File: config.mk
export PLATFORM = sky130hd
export DESIGN_NAME = tetris_grid_render
export DESIGN_NICKNAME = d
export VERILOG_FILES = /design/src/rtl/tetris_grid_render.sv
export SDC_FILE = /design/constraint.sdc
export NUM_CORES = 2
export LEC_CHECK = 0
export CORE_AREA = 2 2 274 276
export CTS_BUF_LIST = sky130_fd_sc_hd__clkbuf_4
export DETAILED_ROUTE_END_ITERATION = 10
export DIE_AREA = 0 0 276 278
export PLACE_DENSITY_LB_ADDON = 0.12
export SLEW_MARGIN = 20
export SYNTH_ARGS = -nofsm -noshare
export SYNTH_HDL_FRONTEND = slang
export SYNTH_SLANG_ARGS = --single-unit
File: constraint.sdc
create_clock -name clk -period 3.8 [get_ports clk]
set_input_delay 0.57 -clock clk [delete_from_list [all_inputs] [get_ports clk]]
set_output_delay 0.57 -clock clk [all_outputs]
set_load 0.02 [all_outputs]
File: src/rtl/tetris_grid_render.sv
// tetris_grid_render: draws the Tetris playfield from a once-per-frame snapshot of
// the live grid through a three-stage classify/lookup/palette pipeline, one RGB332 pixel per clock.
module tetris_grid_render #(
  parameter int X0        = 240,
  parameter int Y0        = 80,
  parameter int CELL_LOG2 = 4,
  parameter int BORDER    = 4
) (
  input  logic                  clk,
  input  logic                  nRst_i,
  input  logic [20:0][9:0][2:0] grid,
  input  logic                  frame_start,
  input  logic [9:0]            hcount,
  input  logic [9:0]            vcount,
  input  logic                  de,
  output logic [7:0]            rgb_o,
  output logic                  de_o
);

  localparam logic [9:0] X0_V    = 10'(X0);
  localparam logic [9:0] Y0_V    = 10'(Y0);
  localparam logic [9:0] FIELD_W = 10'(10 << CELL_LOG2);
  localparam logic [9:0] FIELD_H = 10'(20 << CELL_LOG2);
  localparam logic [9:0] BOX_X0  = 10'(X0 - BORDER);
  localparam logic [9:0] BOX_Y0  = 10'(Y0 - BORDER);
  localparam logic [9:0] BOX_W   = 10'((10 << CELL_LOG2) + 2 * BORDER);
  localparam logic [9:0] BOX_H   = 10'((20 << CELL_LOG2) + 2 * BORDER);

  function automatic logic [7:0] palette(input logic [2:0] idx);
    logic [7:0] c;
    case (idx)
      3'd0:    c = 8'h00;
      3'd1:    c = 8'h1F;
      3'd2:    c = 8'h03;
      3'd3:    c = 8'hF0;
      3'd4:    c = 8'hFC;
      3'd5:    c = 8'h1C;
      3'd6:    c = 8'h63;
      3'd7:    c = 8'hE0;
      default: c = 8'h00;
    endcase
    return c;
  endfunction

  logic [20:0][9:0][2:0] shadow_q, shadow_d;
  logic                  snap_valid_q, snap_valid_d;

  logic [9:0] dx_s, dy_s, bx_s, by_s;
  logic       in_field_s, in_box_s;

  logic [3:0] col_q, col_d;
  logic [4:0] row_q, row_d;
  logic       edge1_q, edge1_d;
  logic       field1_q, field1_d;
  logic       border1_q, border1_d;
  logic       de1_q, de1_d;

  logic [2:0] idx_q, idx_d;
  logic       edge2_q, edge2_d;
  logic       field2_q, field2_d;
  logic       border2_q, border2_d;
  logic       de2_q, de2_d;

  logic [7:0] rgb_q, rgb_d;
  logic       de3_q, de3_d;

  // Next-state for snapshot and all three pipeline stages
  always_comb begin
    shadow_d     = frame_start ? grid : shadow_q;
    snap_valid_d = snap_valid_q | frame_start;

    // Offsets wrap modulo 1024, so a single unsigned compare covers both range ends
    dx_s       = hcount - X0_V;
    dy_s       = vcount - Y0_V;
    bx_s       = hcount - BOX_X0;
    by_s       = vcount - BOX_Y0;
    in_field_s = (dx_s < FIELD_W) && (dy_s < FIELD_H);
    in_box_s   = (bx_s < BOX_W) && (by_s < BOX_H);

    col_d     = dx_s[CELL_LOG2 +: 4];
    row_d     = dy_s[CELL_LOG2 +: 5] + 5'd1;
    edge1_d   = (dx_s[CELL_LOG2-1:0] == {CELL_LOG2{1'b0}}) ||
                (dy_s[CELL_LOG2-1:0] == {CELL_LOG2{1'b0}});
    field1_d  = in_field_s;
    border1_d = in_box_s && !in_field_s;
    de1_d     = de;

    if (field1_q && snap_valid_q) begin
      idx_d = shadow_q[row_q][col_q];
    end else begin
      idx_d = 3'd0;
    end
    edge2_d   = edge1_q;
    field2_d  = field1_q;
    border2_d = border1_q;
    de2_d     = de1_q;

    if (!de2_q) begin
      rgb_d = 8'h00;
    end else if (border2_q) begin
      rgb_d = 8'hFF;
    end else if (field2_q && (idx_q == 3'd0) && edge2_q) begin
      rgb_d = 8'h49;
    end else if (field2_q) begin
      rgb_d = palette(idx_q);
    end else begin
      rgb_d = 8'h00;
    end
    de3_d = de2_q;
  end

  // Registers with synchronous active-low reset
  always_ff @(posedge clk) begin
    if (!nRst_i) begin
      shadow_q     <= {630{1'b0}};
      snap_valid_q <= 1'b0;
      col_q        <= 4'd0;
      row_q        <= 5'd0;
      edge1_q      <= 1'b0;
      field1_q     <= 1'b0;
      border1_q    <= 1'b0;
      de1_q        <= 1'b0;
      idx_q        <= 3'd0;
      edge2_q      <= 1'b0;
      field2_q     <= 1'b0;
      border2_q    <= 1'b0;
      de2_q        <= 1'b0;
      rgb_q        <= 8'h00;
      de3_q        <= 1'b0;
    end else begin
      shadow_q     <= shadow_d;
      snap_valid_q <= snap_valid_d;
      col_q        <= col_d;
      row_q        <= row_d;
      edge1_q      <= edge1_d;
      field1_q     <= field1_d;
      border1_q    <= border1_d;
      de1_q        <= de1_d;
      idx_q        <= idx_d;
      edge2_q      <= edge2_d;
      field2_q     <= field2_d;
      border2_q    <= border2_d;
      de2_q        <= de2_d;
      rgb_q        <= rgb_d;
      de3_q        <= de3_d;
    end
  end

  assign rgb_o = rgb_q;
  assign de_o  = de3_q;

endmodule

==> results.yml <==
synth:
  synth_nets: 3417
  synth_edf_count: 0
  synth_area_leaders: "dfxtp_1 (46%), mux2i_1 (24%), nor2_1 (8.7%), mux4_2 (6.7%), mux4_1 (2.1%)"
  syn_inst: 2753
  synth-seq-area-share_pct: 45.6
  synth_top_flop_cell: "dfxtp_1"
  avgSynthCellArea_um2: 10.6
  synth_common_cells: "mux2i_1 (713), nor2_1 (679), dfxtp_1 (665), clkbuf_1 (107), mux4_2 (87)"
  synth_most_common_cell: "mux2i_1"
  async_flop_share_pct: 0
  yosysUniqueCellTypes: 74
  syn_area_um2: 29200
  yosys.area.top_type_share_pct: 45.6
  ys_ff_latch: 665
  yosys_warnings: 0
  yosysTopAreaCell: "dfxtp_1"
critical_path:
  critPathBufInv: 3
  end_kind: "flop"
  cp_max_fo: 27
  crit_chain: "buf_12, buf_4, mux4_1, nor2_1, o21ai_0, o311ai_0, nor3b_2, a211oi_4, nor2_2, inv_1, ha_1, mux2_4"
  crit_required_ns: 4.63
  r2r_start: "row_q[0]$_SDFF_PN0_"
  crit_arrival_ns: 4.36
  cpPeakStageDelay_ns: 0.46
  cpMaxStageDelayCell: "o21ai_0"
  worst-setup-path-type: "reg2reg"
  reg2reg_setup_slack_ns: 0.26
  reg2regPathDepth: 12
  path_depth: 12
  startpoint_type: "flop"
  crit_path_start: "row_q[0]$_SDFF_PN0_"
  critical_path.top_delay_family: "compound AO/OA/AOI/OAI gates"
clock_tree:
  path_clk_slew_ns: 0.06
  ctsResizeCount: 0
  clockBufferDepth: 3
  cts_buffers: 178
  cts-htree-levels: 4
  root_buffer: "clkbuf_4"
  cts_tree: "done"
  cts_sinks: 665
  insertion_delay_ns: 0.99
  ctsHoldBuffers: 0
floorplanning:
  fp.dieW_um: 276
  die-area_um2: 76700
  coreArea_um2: 73800
  pin_count: 663
  die_y_um: 278
  core.rowCount: 100
  initial_utilization_pct: 39.6
routing:
  antenna_left: 0
  drc: 70
  wl_per_cell_um: 23.7
  vias_per_cell: 5.22
  drt_wl_total_um: 109000
  firstDrtPassIters: 8
  drt_iter0_markers: 1519
  dr_total_vias: 23923
final_layout:
  seqCellArea_um2: 13300
  multi_input_area_um2: 14700
  fillers: 6638
  drive_above_1_share_pct: 13.8
  nNetsFinal: 4133
  final_cell_area_um2: 39200
  post-route-util_pct: 53.2
  area_growth_pct: 34.4
sta:
  post-route-period-util_pct: 93.1
  period_minus_slack_ns: 3.54
  finalClockSkew_ns: 0.0576
  timing.slew.headroom_pct: 41.7
  drv_slew: 0
  setup_tns_ns: 0
  finalSetupViolCount: 0
  setup_ws_ns: 0.262
  worstMarginPinSlew_ns: 0.873
  finalHoldViolations: 0
  fmax_mhz: 283
  rsz0062_at_grt: "no"
run_status:
  status: "finished, violations left"
  violations: "design-rule violations"
grt:
  grt_pass1_wl_um: 157000
  grt-ovfl-total: 0
  grt_max_degree: 121
  track_usage_pct: 27.7
  grt_pass1_vias: 24397
  antenna_found_initial: 34
placed_design:
  pre_cts_slack_ns: 0.0255
  io_buffers: 662
  globalplace.congestion: 0.894
  dpl.hpwl_um: 83100
  placed_cell_area_um2: 36900
pwr:
  peakVddDrop_mv: 0.196
  power_density_nw_per_um2: 425
  power_mw: 16.7
  p_leak_nw: 16.9
min_path:
  hold_class: "in2reg"
flow_run:
  cap_violations: 0
cell families after synthesis:
family | synth area share, %
muxes | 34.3
and+or+nand+nor | 11.2
DFF | 45.6
buffers and inverters | 3.93
AOI/OAI and AO/OA | 4.18
xor gates and xnor gates | 0.330
adders and majority gates | 0.428
state kept, by name (all words and copies together) (netlist names), named ones only:
register and flops:
border2_q 1, field1_q 1, edge1_q 1, idx_q 3, shadow_q 630, de_o 1
snap_valid_q 1, row_q 5, de2_q 1, col_q 4, field2_q 1, edge2_q 1
border1_q 1, rgb_o 8, de1_q 1
worst min path at each step:
| stage | end | cells past startpoint | slack (ns) | from |
|---|---|---|---|---|
| after floorplan | border2_q$_SDFF_PN0_ | 1 | 0.41 | border1_q$_SDFF_PN0_ |
| after global placement | border2_q$_SDFF_PN0_ | 1 | 0.42 | border1_q$_SDFF_PN0_ |
| after detailed placement | border2_q$_SDFF_PN0_ | 1 | 0.42 | border1_q$_SDFF_PN0_ |
| after CTS | de1_q$_SDFF_PN0_ | 2 | 0.03 | de |
| after global routing | de1_q$_SDFF_PN0_ | 2 | 0.12 | de |
| final | de1_q$_SDFF_PN0_ | 2 | 0.18 | de |
where the power goes:
| group | switching (mW) | internal, mW | total, mW |
|---|---|---|---|
| sequential | 0.273 | 7.38 | 7.65 |
| clock | 3.04 | 3.24 | 6.29 |
| combinational | 1.27 | 1.46 | 2.72 |
| total | 4.58 | 12.1 | 16.7 |
stage by stage:
stage	hold WS, ns	cells
finish	0.184	4587
detailed placement	0.418	4254
CTS	0.0316	4566
floorplan	0.412	2753
global placement	0.422	4254
global route	0.120	4583
layer usage:
| layer | up-vias | track usage, % | share of wire [%] |
|---|---|---|---|
| li1 | 11296 | - | - |
| met1 | 11476 | 32.6 | 40 |
| met2 | 906 | 47.7 | 50 |
| met3 | 211 | 7.47 | 7.3 |
| met4 | 34 | 11.5 | 3.0 |
| met5 | - | 0 | 0.21 |
layout by cell type (no fill, tap or decap), drive strengths merged, types with 3 or more instances in the layout:
cell type / instances
dfxtp: 665
a22o: 3
and2b: 3
a31oi: 11
and2: 9
nand4: 3
xnor2: 7
nor3: 19
inv: 29
nand2b: 5
a211oi: 13
diode: 18
o221ai: 20
a221oi: 17
o31ai: 3
o211ai: 3
clkbuf: 263
a21oi: 35
mux4: 112
nor2b: 15
ha: 10
mux2: 23
a2111oi: 4
o21ai: 16
clkdlybuf4s50: 661
a22oi: 15
or3: 3
nor4: 3
nand2: 45
buf: 85
nor2: 680
xor2: 4
o22ai: 10
mux2i: 713
nand3: 18
o2111ai: 3
clkinv: 39
area by class of cell:
cell class                      instances  area share (%)
Tap cell                              969            3.09
Clock inverter                         48           0.660
Timing Repair Buffer                  746            19.3
Antenna cell                           18           0.115
Inverter                               23           0.239
Multi-Input combinational cell       1855            37.6
Sequential cell                       665            34.0
Clock buffer                          263            5.03
timing repair:
action	in CTS	in global routing
gates cloned	0	0
setup endpoints to repair	1	1
pin swaps	0	0
buffers inserted	1	3
endpoints found under the hold margin	0	0
(Power assumes the default switching activity.)
